## src/rtl/gbuf_arbiter.sv

```systemverilog
// Two-port arbiter in front of a 4-bank global buffer; narrow reads stall one cycle for the byte select.
// Optional GBUF_ARB_ROUND_ROBIN_EN: alternate grants under contention instead of fixed port-0 priority.
module gbuf_arbiter #(
    parameter int ADDR_BITS = 8,
    parameter int DATA_BITS = 8
) (
    input  logic                     clk,
    input  logic                     rst,

    input  logic                     req0_valid,
    input  logic                     req0_wr,
    input  logic                     req0_batch,
    input  logic [ADDR_BITS+1:0]     req0_index,
    input  logic [4*DATA_BITS-1:0]   req0_wdata,
    output logic                     req0_ready,
    output logic                     req0_rvalid,
    output logic [4*DATA_BITS-1:0]   req0_rdata,

    input  logic                     req1_valid,
    input  logic                     req1_wr,
    input  logic                     req1_batch,
    input  logic [ADDR_BITS+1:0]     req1_index,
    input  logic [4*DATA_BITS-1:0]   req1_wdata,
    output logic                     req1_ready,
    output logic                     req1_rvalid,
    output logic [4*DATA_BITS-1:0]   req1_rdata,

    output logic                     gb_wr_en,
    output logic                     gb_batch_mode,
    output logic [ADDR_BITS+1:0]     gb_index,
    output logic [4*DATA_BITS-1:0]   gb_data_in,
    input  logic [4*DATA_BITS-1:0]   gb_data_out
);

    // Handshake: a request is taken in the cycle where valid and ready are both high;
    // the requester holds valid and its payload stable until that cycle.

    logic                   stall_q;
    logic                   batch_q;
    logic [ADDR_BITS+1:0]   index_q;
    logic                   rvalid0_q;
    logic                   rvalid1_q;

    logic                   grant0;
    logic                   grant1;
    logic                   grant;
    logic                   sel_wr;
    logic                   sel_batch;
    logic [ADDR_BITS+1:0]   sel_index;
    logic [4*DATA_BITS-1:0] sel_wdata;

`ifdef GBUF_ARB_ROUND_ROBIN_EN
    // last_q = 1 means port 1 was granted last, so port 0 wins the next contention.
    logic last_q;

    always_ff @(posedge clk or posedge rst) begin
        if (rst) begin
            last_q <= 1'b1;
        end else if (grant) begin
            last_q <= grant1;
        end
    end

    always_comb begin
        grant0 = 1'b0;
        grant1 = 1'b0;
        if (!rst && !stall_q) begin
            if (req0_valid && req1_valid) begin
                grant0 = last_q;
                grant1 = !last_q;
            end else begin
                grant0 = req0_valid;
                grant1 = req1_valid;
            end
        end
    end
`else
    always_comb begin
        grant0 = 1'b0;
        grant1 = 1'b0;
        if (!rst && !stall_q) begin
            grant0 = req0_valid;
            grant1 = req1_valid && !req0_valid;
        end
    end
`endif

    assign grant      = grant0 || grant1;
    assign req0_ready = grant0;
    assign req1_ready = grant1;

    always_comb begin
        sel_wr    = req0_wr;
        sel_batch = req0_batch;
        sel_index = req0_index;
        sel_wdata = req0_wdata;
        if (grant1) begin
            sel_wr    = req1_wr;
            sel_batch = req1_batch;
            sel_index = req1_index;
            sel_wdata = req1_wdata;
        end
    end

    // Between grants the buffer keeps seeing the last index/mode so its byte select stays put.
    assign gb_wr_en      = grant && sel_wr;
    assign gb_batch_mode = grant ? sel_batch : batch_q;
    assign gb_index      = grant ? sel_index : index_q;
    assign gb_data_in    = grant ? sel_wdata : '0;

    always_ff @(posedge clk or posedge rst) begin
        if (rst) begin
            stall_q   <= 1'b0;
            batch_q   <= 1'b0;
            index_q   <= '0;
            rvalid0_q <= 1'b0;
            rvalid1_q <= 1'b0;
        end else begin
            stall_q   <= grant && !sel_wr && !sel_batch;
            rvalid0_q <= grant0 && !req0_wr;
            rvalid1_q <= grant1 && !req1_wr;
            if (grant) begin
                batch_q <= sel_batch;
                index_q <= sel_index;
            end
        end
    end

    assign req0_rvalid = rvalid0_q;
    assign req1_rvalid = rvalid1_q;
    assign req0_rdata  = rvalid0_q ? gb_data_out : '0;
    assign req1_rdata  = rvalid1_q ? gb_data_out : '0;

endmodule

```

## config.mk

```make
export PLATFORM = sky130hd
export DESIGN_NAME = gbuf_arbiter
export DESIGN_NICKNAME = d
export VERILOG_FILES = /design/src/rtl/gbuf_arbiter.sv
export SDC_FILE = /design/constraint.sdc
export NUM_CORES = 1
export LEC_CHECK = 0
export CAP_MARGIN = 10
export CORE_ASPECT_RATIO = 0.5
export CORE_MARGIN = 1.5
export CORE_UTILIZATION = 22
export CTS_CLUSTER_SIZE = 8
export DETAILED_ROUTE_END_ITERATION = 10
export PLACE_DENSITY = 0.84
export REMOVE_ABC_BUFFERS = 1
export SYNTH_ARGS = -nofsm -noshare
export SYNTH_HDL_FRONTEND = slang
export SYNTH_SLANG_ARGS = --single-unit
export TNS_END_PERCENT = 30
```

## constraint.sdc

```tcl
create_clock -name clk -period 2.1 [get_ports clk]
set_input_delay 0.21 -clock clk [delete_from_list [all_inputs] [get_ports clk]]
set_output_delay 0.21 -clock clk [all_outputs]
set_load 0.01 [all_outputs]
```

==> flow_metrics.tcl <==
set metrics [dict create \
    postRouteAntennaNets 0 \
    numCtsBuffers 3 \
    cts-htree-levels 1 \
    r2r_start "stall_q" \
    powerDensity_nw_per_um2 368 \
    clkPwrFrac_pct 27.2 \
    postSynthAreaPerCell_um2 8.69 \
    report.final.slew_viol_count 0 \
    setup_ws_ps -71.7 \
    relSlewSlack_pct 62.1 \
    rsz0062_at_grt "true" \
    io_buffers 235 \
    reg2reg_slack_ps 160 \
    dieArea_um2 6920 \
    fin_worst_skew_ps 1.01 \
    synthArstFlopShare_pct 100 \
    final_common_cell "clkdlybuf4s50_1" \
    finalNetCount 526 \
    required_ps 1890 \
    final_cell_mix "187 x clkdlybuf4s50_1, 65 x and2_1, 44 x a22o_1" \
    diodes 0 \
    grt_max_degree 36 \
    wire_per_inst_um 16.9 \
    core.rowCount 20 \
    place_ws_ps -582 \
    ctsHoldBuffers 0 \
    yosys-top-cells-area "and2_1 29%, a22o_1 27%, dfrtp_1 25%" \
    synth_edf_count 0 \
    period_needed_ps 2170 \
    r2r_cells 6 \
    synth_top_area_cell "and2_1" \
    grt_pass1_vias 2219 \
    grtUsageTotal_pct 22.7 \
    vdd_drop_max_mv 0.288 \
    clk_pin_slew_ps 50 \
    routabilityCongestion 0.873 \
    power.switching_w 0.000390 \
    p_comb_share_pct 50.8 \
    vias_per_cell 4.59 \
    yosys_register_bits 14 \
    cts_tree "done" \
    leakagePower_nw 1.74 \
    critPathCapture "gb_index[6]" \
    setup_tns_ps -526 \
    worstPathMaxFanout 6 \
    outcome "finished with violations" \
    drt_first_pass_iters 4 \
    cap_violations 0 \
    crit_start "stall_q" \
    p_seq_share_pct 22.0 \
    cts_sinks 14 \
    yosysUniqueCellTypes 15 \
    endpoint_kind "output pin" \
    final_cells 489 \
    max_freq_mhz 460 \
    grt_pass1_wl_um 11900 \
    syn_area_um2 1410 \
    power.internal_w 0.00109 \
    swShare_pct 26.3 \
    clkLatencyLatePin_ps 240 \
    vias 2243 \
    chipHeight_um 59.6 \
    r2r_end "index_q[6]" \
    drt_iter0_drc 73 \
    setup_violations 10 \
    drive_gt1_share_pct 20.0 \
    crit_type "register to output pin" \
    start_util_pct 23.0 \
    violations "setup timing" \
    drc 0 \
    synth_cells 162 \
    finalCritPeriodShare_pct 103 \
    worst_slew_pin_slew_ps 567 \
    max-clock-path-buffers 2 \
    antenna_found_initial 0 \
    dp_hpwl_um 6590 \
    gr-total-overflow 0 \
    core_um2 6130 \
    ys.flop_type "dfrtp_1" \
    die_w_um 116 \
    root_buffer "clkbuf_16" \
    hold_viol 0 \
    wirelength_um 8270 \
    boundaryPins 236 \
    dp.cells 479 \
    startpoint_type "register" \
    area_growth_pct 186 \
    ys_warn_count 0 \
    synth_top_area_share_pct 28.9 \
    hold_class "input port to async pin" \
    ys_seq_area_share_pct 24.9 \
    critPathArrivalTime_ps 1960 \
]
==> metrics by stage <==
stage / total power, W / utilization (%) / area [um^2] / hold slack (ps)
floorplan: 0.000535 / - / 1330 / 99.2
global route: 0.00155 / 65.8 / 4030 / 346
finish: 0.00148 / 65.8 / 4030 / 306
detailed placement: 0.00105 / 63.6 / 3900 / 490
CTS: 0.00148 / 66.7 / 4090 / 314
global placement: 0.00103 / 63.6 / 3900 / 482
==> per-layer routing <==
| layer | part of all wire, % | GRT usage, % | up-vias |
|---|---|---|---|
| met1 | 38 | 25.1 | 1058 |
| li1 | - | - | 1055 |
| met5 | 0 | 0 | - |
| met2 | 53 | 44.4 | 110 |
| met4 | 2.5 | 6.62 | 0 |
| met3 | 6.8 | 5.11 | 20 |
==> synthesized netlist by cell type, drive strengths merged, types with 2 or more instances <==
library cell	instances
and2	65
a22o	44
dfrtp	14
clkbuf	11
mux2	11
buf	6
nor2	2
nor2b	2
or3	2
==> how the worst min path moves through the flow <==
stage / start / end / slack (ps) / cells after the start
floorplan: rst / batch_q / 100 / 1
detailed placement: batch_q / batch_q / 490 / 1
global placement: index_q[1] / index_q[1] / 480 / 1
CTS: rst / index_q[1] / 310 / 3
global route: rst / index_q[8] / 350 / 3
finish: rst / index_q[8] / 310 / 3
==> final cells by class <==
class | count | area [um^2]
Timing Repair Buffer | 252 | 2450
Inverter | 2 | 12.5
Fill cell | 501 | 2100
Multi-Input combinational cell | 129 | 1020
Sequential cell | 14 | 350
Tap cell | 88 | 110
Clock buffer | 4 | 88.8
==> power groups by stage <==
stage / clock [W] / combinational, W / sequential, W
floorplan: 0 / 0.000210 / 0.000325
global route: 0.000425 / 0.000797 / 0.000329
finish: 0.000403 / 0.000753 / 0.000326
global placement: 0 / 0.000703 / 0.000323
detailed placement: 0 / 0.000719 / 0.000326
CTS: 0.000409 / 0.000750 / 0.000324
==> worst max-delay path, stage by stage (launching register included) <==
cell and delay (ps):
dfrtp_1 390, or4b_4 560, buf_6 170, a22o_1 190, mux2_4 280, buf_6 130
==> cells by family (layout without fill, tap and decap cells) <==
family,Yosys count,after routing,share of synthesized area [%]
and+or+nand+nor,72,72,31.9
AOI/OAI and AO/OA,46,46,28.4
buffers and inverters,19,258,6.04
DFF,14,14,24.9
muxes,11,11,8.80
==> sequential cells by signal (all words and copies together) (netlist names) <==
register and cells:
batch_q 1, req0_rvalid 1, stall_q 1, index_q 10, req1_rvalid 1
==> repair_timing <==
action | 4_1_cts | 5_1_grt
cloned | 1 | 0
resized for setup | 142 | 35
pin swaps | 2 | 2
setup endpoints to repair | 45 | 28
setup buffers | 4 | 1
(Power assumes the default switching activity.)
